File: src/rtl/input_entry_ctrl.sv
// Enter-button front end: synchroniser, debouncer, word FIFO and Enter pulser.
// Optional DROP_OLDEST_EN: a push while full overwrites the oldest queued word.
module input_entry_ctrl #(
    parameter int DEBOUNCE_CYCLES = 4,
    parameter int FIFO_DEPTH      = 4,
    parameter int ENTER_WIDTH     = 2,
    parameter int GAP_CYCLES      = 8
) (
    input  logic                        CLOCK,
    input  logic                        RESET,
    input  logic                        BtnRaw,
    input  logic [7:0]                  SwIn,
    input  logic                        Halt,
    input  logic                        ClrOvf,
    output logic [7:0]                  Input,
    output logic                        Enter,
    output logic [$clog2(FIFO_DEPTH):0] Count,
    output logic                        Overflow
);
    localparam int AW = $clog2(FIFO_DEPTH);
    localparam int CW = AW + 1;
    localparam int DW = $clog2(DEBOUNCE_CYCLES + 1);
    localparam int TMAX = (ENTER_WIDTH > GAP_CYCLES) ? ENTER_WIDTH : GAP_CYCLES;
    localparam int TW = $clog2(TMAX + 1);

    typedef enum logic [1:0] {IDLE, PULSE, GAP} state_t;

    logic          sync1, sync2;
    logic          deb, deb_d;
    logic [DW-1:0] deb_cnt;
    logic          press;
    logic [7:0]    mem [FIFO_DEPTH];
    logic [CW-1:0] wr_ptr, rd_ptr;
    logic          full, pop, drop, wr_en, rd_adv;
    state_t        state, next;
    logic [TW-1:0] tcnt, tcnt_next;
    logic          enter_next;
    logic [7:0]    input_next;

    // Two-flop synchroniser for the asynchronous button.
    always_ff @(posedge CLOCK or posedge RESET) begin
        if (RESET) begin
            sync1 <= 1'b0;
            sync2 <= 1'b0;
        end else begin
            sync1 <= BtnRaw;
            sync2 <= sync1;
        end
    end

    // Debounced level flips only after a full run of disagreeing samples.
    always_ff @(posedge CLOCK or posedge RESET) begin
        if (RESET) begin
            deb     <= 1'b0;
            deb_d   <= 1'b0;
            deb_cnt <= '0;
        end else begin
            deb_d <= deb;
            if (sync2 == deb) begin
                deb_cnt <= '0;
            end else if (deb_cnt == DW'(DEBOUNCE_CYCLES - 1)) begin
                deb     <= ~deb;
                deb_cnt <= '0;
            end else begin
                deb_cnt <= deb_cnt + 1'b1;
            end
        end
    end

    assign press = deb & ~deb_d;
    assign Count = wr_ptr - rd_ptr;
    assign full  = (Count == CW'(FIFO_DEPTH));
    assign drop  = press & full & ~pop;

`ifdef DROP_OLDEST_EN
    assign wr_en  = press;
    assign rd_adv = pop | drop;
`else
    assign wr_en  = press & ~drop;
    assign rd_adv = pop;
`endif

    // Storage array; contents are don't-care until written.
    always_ff @(posedge CLOCK) begin
        if (wr_en) mem[wr_ptr[AW-1:0]] <= SwIn;
    end

    // FIFO pointers and sticky overflow flag (a new set beats a clear).
    always_ff @(posedge CLOCK or posedge RESET) begin
        if (RESET) begin
            wr_ptr   <= '0;
            rd_ptr   <= '0;
            Overflow <= 1'b0;
        end else begin
            wr_ptr <= wr_ptr + CW'(wr_en);
            rd_ptr <= rd_ptr + CW'(rd_adv);
            if (drop)        Overflow <= 1'b1;
            else if (ClrOvf) Overflow <= 1'b0;
        end
    end

    // Delivery FSM state register with registered Enter and Input.
    always_ff @(posedge CLOCK or posedge RESET) begin
        if (RESET) begin
            state <= IDLE;
            tcnt  <= '0;
            Enter <= 1'b0;
            Input <= 8'h00;
        end else begin
            state <= next;
            tcnt  <= tcnt_next;
            Enter <= enter_next;
            Input <= input_next;
        end
    end

    // Next-state logic; Halt matters only while idle.
    always_comb begin
        next = state;
        case (state)
            IDLE:  if (Count != '0 && !Halt)           next = PULSE;
            PULSE: if (tcnt == TW'(ENTER_WIDTH - 1))   next = GAP;
            GAP:   if (tcnt == TW'(GAP_CYCLES - 1))    next = IDLE;
            default:                                    next = IDLE;
        endcase
    end

    // Outputs: pop on entering PULSE, phase timer restarts on each transition.
    always_comb begin
        pop        = (state == IDLE) && (next == PULSE);
        enter_next = (next == PULSE);
        tcnt_next  = (next != state) ? '0 : tcnt + 1'b1;
        input_next = pop ? mem[rd_ptr[AW-1:0]] : Input;
    end
endmodule

File: config.mk
export PLATFORM = sky130hd
export DESIGN_NAME = input_entry_ctrl
export DESIGN_NICKNAME = d
export VERILOG_FILES = /design/src/rtl/input_entry_ctrl.sv
export SDC_FILE = /design/constraint.sdc
export NUM_CORES = 1
export LEC_CHECK = 0
export CAP_MARGIN = 20
export CORE_UTILIZATION = 60
export DETAILED_ROUTE_END_ITERATION = 12
export DONT_BUFFER_PORTS = 1
export PLACE_DENSITY_LB_ADDON = 0.08
export SYNTH_ARGS = -nofsm -noshare
export SYNTH_HDL_FRONTEND = slang
export SYNTH_SLANG_ARGS = --single-unit
export TNS_END_PERCENT = 30
File: constraint.sdc
create_clock -name CLOCK -period 3.1 [get_ports CLOCK]
set_clock_uncertainty 0.2 [all_clocks]
set_input_delay 0.155 -clock CLOCK [delete_from_list [all_inputs] [get_ports CLOCK]]
set_output_delay 0.155 -clock CLOCK [all_outputs]
set_load 0.01 [all_outputs]
Yosys cells after proc, flatten, opt, wreduce, memory -nomap -nowiden
Memory sizes are Yosys's and may differ from the RTL's. A register that Yosys moved wholly into a read port is not among the register bits.
Cells that the tools add are included.
{"block": "op_classes", "addsub": 5, "n_eq_ne": 9, "mux": 11, "n_bitwise": 9, "n_reduce_logical": 7}
{"operator": "adder 3 x 1 -> 3 bit", "n": 2}
{"operator": "2-to-1 mux 2 bit", "n": 3}
{"operator": "2-to-1 mux 3 bit", "n": 2}
{"operator": "one-hot mux 2 bit (3 select lines)", "n": 1}
{"operator": "NOT 1 bit", "n": 5}
{"operator": "adder 4 x 1 -> 4 bit (second input constant)", "n": 1}
{"operator": "bitwise AND 1 bit", "n": 4}
{"operator": "equality test 2 x 1 -> 1 bit (second input constant)", "n": 2}
{"operator": "equality test 4 x 1 -> 1 bit (second input constant)", "n": 1}
{"operator": "equality test 4 x 3 -> 1 bit (second input constant)", "n": 1}
{"operator": "2-to-1 mux 1 bit", "n": 4}
{"operator": "2-to-1 mux 4 bit", "n": 1}
{"operator": "adder 3 x 1 -> 3 bit (second input constant)", "n": 1}
{"operator": "equality test 3 x 2 -> 1 bit (second input constant)", "n": 1}
{"operator": "equality test 3 bit (second input constant)", "n": 1}
{"operator": "nonzero test 3 bit", "n": 1}
{"operator": "subtractor 3 bit", "n": 1}
{"operator": "equality test 2 bit (second input constant)", "n": 1}
{"operator": "logical AND 1 bit", "n": 2}
{"operator": "zero test 2 bit", "n": 1}
{"operator": "inequality test 2 bit", "n": 1}
{"operator": "AND reduction 2 bit", "n": 1}
{"operator": "nonzero test 2 bit", "n": 1}
{"operator": "equality test 1 bit", "n": 1}
{"operator": "zero test 1 bit", "n": 1}
{"block": "word_totals", "register_bits": 21, "ramBits": 32, "in_bits": 13, "out_inout_bits": 13, "wordCells": 53, "mem_count": 1}
{"name": "mem", "words": 4, "word_bits": 8, "rd": 1, "rd_ports_with_merged_regs": 1, "write_ports": 1, "line_no": "32", "text": "logic [7:0] mem [FIFO_DEPTH];"}

Depth between registers and ports, before layout
{"block": "logic_depth", "word_depth": 13, "depth_mapped": 10, "ltp_nobuf": 9}

Worst setup path after synthesis
No wires, ideal clock.
{"block": "synth_timing", "path_kind": "register to register", "startpoint": "reg wr_ptr[0]", "endpoint": "mem mem[0][0], enable pin", "setup_time_ns": 0.383, "arrival_time_ns": 2.213, "required_ns": 2.517, "setup_slack_ns": 0.304, "path_stages_with_launch": 7, "path_buffers": 0, "synth_period_minus_slack_ns": 2.796, "cell_sequence": "dfrtp_1 > inv_1 > ha_1 > fa_1 > xor3_2 > a41o_1 > nor3_1"}
{"block": "synth_between", "elab_chain_len": 13, "elab_cells_between_ends": 15, "cone_classes": "add/sub (1); eq/ne (2); mux (4); bitwise (5); reduce/logical (3)"}
{"item": "from (decl)", "line_no": "33", "text": "logic [CW-1:0] wr_ptr, rd_ptr;"}
{"item": "from (signal assigned)", "line_no": "95", "text": "wr_ptr <= wr_ptr + CW'(wr_en);"}
{"item": "subtractor 3 bit *", "line_no": "71", "text": "assign Count = wr_ptr - rd_ptr;"}
{"item": "named net Count[2]", "line_no": "17", "text": "output logic [$clog2(FIFO_DEPTH):0] Count,"}
{"item": "nonzero test 3 bit", "line_no": "121", "text": "IDLE: if (Count != '0 && !Halt) next = PULSE;"}
{"item": "logical AND 1 bit", "line_no": "121"}
{"item": "2-to-1 mux 2 bit", "line_no": "121"}
{"item": "one-hot mux 2 bit (3 select lines)", "line_no": "120", "text": "case (state)"}
{"item": "equality test 2 x 1 -> 1 bit", "line_no": "130", "text": "pop = (state == IDLE) && (next == PULSE);"}
{"item": "logical AND 1 bit", "line_no": "130"}
{"item": "NOT 1 bit", "line_no": "73", "text": "assign drop = press & full & ~pop;"}
{"item": "bitwise AND 1 bit *", "line_no": "73"}
{"item": "NOT 1 bit *", "line_no": "79", "text": "assign wr_en = press & ~drop;"}
{"item": "bitwise AND 1 bit *", "line_no": "79"}
{"item": "2-to-1 mux 1 bit *", "line_no": "85", "text": "if (wr_en) mem[wr_ptr[AW-1:0]] <= SwIn;"}
{"item": "2-to-1 mux 1 bit (implied by the code) *", "line_no": "85"}
{"item": "to (decl)", "line_no": "32"}
Mark *: on every way through the listed nets, which the timed path passes. The rest lies on a longest branch.

Final worst setup path
{"block": "layout_timing", "startpoint": "reg wr_ptr[0]", "endpoint": "mem mem[2][3], enable pin"}
Same word-level chain as after synthesis.

==> summary.txt <==
Placed design
  • Gpl congestion: slightly below 0.8
  • DP Area: 0.00257 mm^2
  • Placed cells: slightly below 200
  • IO Port Bufs: 0
  • DP HPWL: approximately 2600 um

Yosys
  • Simple-gate share of the synthesized area: 0.0616
  • Post-synthesis sequential area ratio: 0.680
  • Cell Area, Synth: 0.00248 mm^2
  • Post-synth top area share: 0.388
  • Adder-cell share of the synthesized area: 0.0535
  • Mapped Cells: about 140
  • Syn Area/Cell: approximately 17 um^2
  • Post-synthesis mux area share: 0.121
  • Synth top area cells: edfxtp_1 39%, dfrtp_1 29%, mux4_2 7.3%
  • Post-synthesis register bit count: 61
  • Post-synthesis compound-gate area fraction: 0.0308
  • Post-synth top area cell: edfxtp_1
  • Post-Synth XOR/XNOR Area: 0.0278
  • Syn_nets: 165
  • Yosys cell types: 30
  • Largest family of logic cells by synthesized area: multiplexers
  • Synth warn: 0

Setup path
  • Flop2flop setup slack: 510 ps
  • Setup CP Type: flop to flop
  • Crit path max fanout: 8
  • R2r startpoint: wr_ptr[0]$_DFF_PP0_
  • R2r endpoint: mem[2][3]$_DFFE_PP_
  • CP arrival: between 2000 and 2500 ps
  • R2R cell count: 7
  • CP endpoint kind: flop
  • Critical Path Source Type: flop
  • CP required: approximately 2900 ps

Cells and area
  • Layout cells sized above 1: 0.246
  • Layout Cells excl Fill: 223
  • Final Cell Area: around 0.0029 mm^2
  • Nets@finish: around 190
  • Antenna diodes: 0
  • Area delta synth->final: 17.4%

GRT
  • First-pass GRT wire length: 6470 um
  • Number of global-route vias before repair: 1397
  • GRT Overall Usage: 0.212
  • Initial antenna violation count: 0
  • GRT Residual Overflow: 0
  • Largest net degree at the start of global routing: 30

CTS
  • Post-CTS Hold Buffers: 12
  • Post-CTS Resized: 0
  • Setup Fix Bufs, Post-CTS: 0
  • Clock buffer depth: 2
  • CTS tree: done
  • Latest clock arrival within the worst-skew pair: around 330 ps
  • CTS buffer count: 9
  • TritonCTS Sinks: 61
  • Worst-path clk slew: 70 ps
  • Clk root buf: clkbuf_8
  • CTS H-tree depth: 3

Pwr
  • Worst IR Drop VDD: 0.000502 V
  • Logic pwr share: 0.312
  • Sw Ratio: 0.325
  • Switching power: slightly above 0.9 mW
  • Pwr dens: roughly 970 mW/mm^2
  • Sequential group share of total power: 0.454
  • Int Power: 1.91 mW
  • Clock share of power: 0.234
  • Leak: about 1.2 nW

Timing
  • Final setup vio count: 0
  • Slew @ Worst Pin: between 800 and 900 ps
  • Max Slew Vio Count: 0
  • RSZ-0062 raised after global routing: no
  • Max-Slew Margin vs Limit: 0.451
  • Max Clk Rate: 385 MHz
  • Final Hold Viols: 0
  • Final min period: approximately 2600 ps
  • Setup_tns: 0 ps
  • Final period util: 0.837

Floorplan
  • Die ar.: around 0.0044 mm^2
  • Row count: 22
  • Die X: ~66 um
  • Starting Density: 0.653
  • Die H: 66.3 um
  • IO Count: 26
  • Core area: ~0.0038 mm^2

Drt
  • Starting DRC count in detailed routing: 64
  • DRC viols: 0
  • Routed WL per cell: about 17 um
  • Via density per instance: around 5.6
  • Post-route antenna net violation count: 0
  • WL final: 3850 um
  • DRT Pass-1 Iters: 4
  • Routed vias: around 1300

Outcome
  • Status: completed

Run
  • Max-cap viol count: 0

Min path
  • Worst hold path type: input port to async pin
-- worst max-delay path by stage --
stage / start / endpoint / slack (ps) / depth (start not counted)
floorplan: wr_ptr[0]$_DFF_PP0_ / mem[0][0]$_DFFE_PP_ / 300 / 6
global placement: wr_ptr[0]$_DFF_PP0_ / mem[3][3]$_DFFE_PP_ / 590 / 7
detailed placement: wr_ptr[0]$_DFF_PP0_ / mem[2][3]$_DFFE_PP_ / 520 / 7
CTS: wr_ptr[0]$_DFF_PP0_ / mem[2][3]$_DFFE_PP_ / 500 / 7
global route: wr_ptr[0]$_DFF_PP0_ / wr_ptr[2]$_DFF_PP0_ / 390 / 9
finish: wr_ptr[0]$_DFF_PP0_ / mem[2][3]$_DFFE_PP_ / 510 / 7
-- metal layers --
layer | vias up | part of all wire | global-route usage
met3 | 11 | 0.049 | 0.0621
met4 | 0 | 0.025 | 0.117
li1 | 584 | - | -
met2 | 33 | 0.49 | 0.333
met1 | 629 | 0.44 | 0.263
met5 | - | 0 | 0
-- registers in the layout, indices dropped and copies added (netlist names), 2 cells and up --
register  count
wr_ptr        3
tcnt          4
rd_ptr        3
mem          32
deb_cnt       3
Input         8
state         2
-- Yosys cell counts, drive strengths merged --
| cell | n |
|---|---|
| nor2 | 1 |
| mux4 | 8 |
| nand4b | 1 |
| nand2b | 3 |
| dfrtp | 29 |
| nand3 | 2 |
| nor3 | 5 |
| xor2 | 3 |
| xnor2 | 2 |
| inv | 11 |
| mux2 | 9 |
| buf | 1 |
| nand2 | 3 |
| o311ai | 1 |
| nor2b | 1 |
| or3 | 1 |
| nor3b | 6 |
| edfxtp | 32 |
| o21ai | 3 |
| ha | 9 |
| clkbuf | 2 |
| xor3 | 1 |
| and4bb | 1 |
| fa | 1 |
| o21bai | 1 |
| o32ai | 1 |
| a41o | 1 |
| a21oi | 3 |
-- worst max-delay path, stage by stage (launching register included) --
cell	delay, ps
dfrtp_1	390
inv_1	100
ha_1	210
fa_1	360
xor3_2	320
a41o_1	320
nor3_1	180
buf_4	210
-- cell type report --
cell class,instances,area [um^2]
clock buffers,9,124
inverters,11,41.3
repair buffers,20,200
flip-flops and latches,61,1690
fillers,216,890
multi-input cells,67,731
clock inverters,7,66.3
well taps,48,60.1
-- kinds of logic after synthesis --
kind of cell / count (synthesis)
buf+inv: 14
simple gates: 24
compound gates: 10
flops: 61
fa+ha+maj: 10
mux: 17
xor+xnor: 6
-- per-stage QoR --
stage	worst slack, ps	util	hold slack [ps]	total power [mW]
after floorplan	304	-	-13.6	1.95
after global placement	593	0.677	-13.5	2.12
after detailed placement	520	0.677	-13.4	2.16
after CTS	499	0.759	79.0	2.84
after global routing	387	0.766	25.5	3.00
final	506	0.766	5.46	2.82
-- power groups by stage --
| stage | Sequential (mW) | Clock [mW] | Combinational, mW |
|---|---|---|---|
| 2_1_floorplan | 1.26 | 0 | 0.695 |
| 5_1_grt | 1.31 | 0.706 | 0.982 |
| 6_report | 1.28 | 0.660 | 0.880 |
| 3_5_place_dp | 1.30 | 0 | 0.866 |
| 4_1_cts | 1.28 | 0.669 | 0.886 |
| 3_3_place_gp | 1.28 | 0 | 0.836 |
-- cell usage in the layout (no fill, tap or decap), drive strengths merged --
cell type	synthesis	layout
and4bb	1	1
fa	1	1
o311ai	1	1
o32ai	1	1
buf	1	8
inv	11	11
a41o	1	1
mux4	8	8
clkinvlp	0	2
clkinv	0	4
xnor2	2	2
o21ai	3	3
dlygate4sd3	0	12
xor2	3	3
a21oi	3	3
nor3b	6	6
edfxtp	32	32
nand3	2	2
xor3	1	1
nor2b	1	1
nor2	1	1
o21bai	1	1
nor3	5	5
clkbuf	2	9
mux2	9	9
bufinv	0	1
nand4b	1	1
or3	1	1
nand2b	3	3
ha	9	9
dfrtp	29	29
nand2	3	3
(Power assumes the default switching activity.)
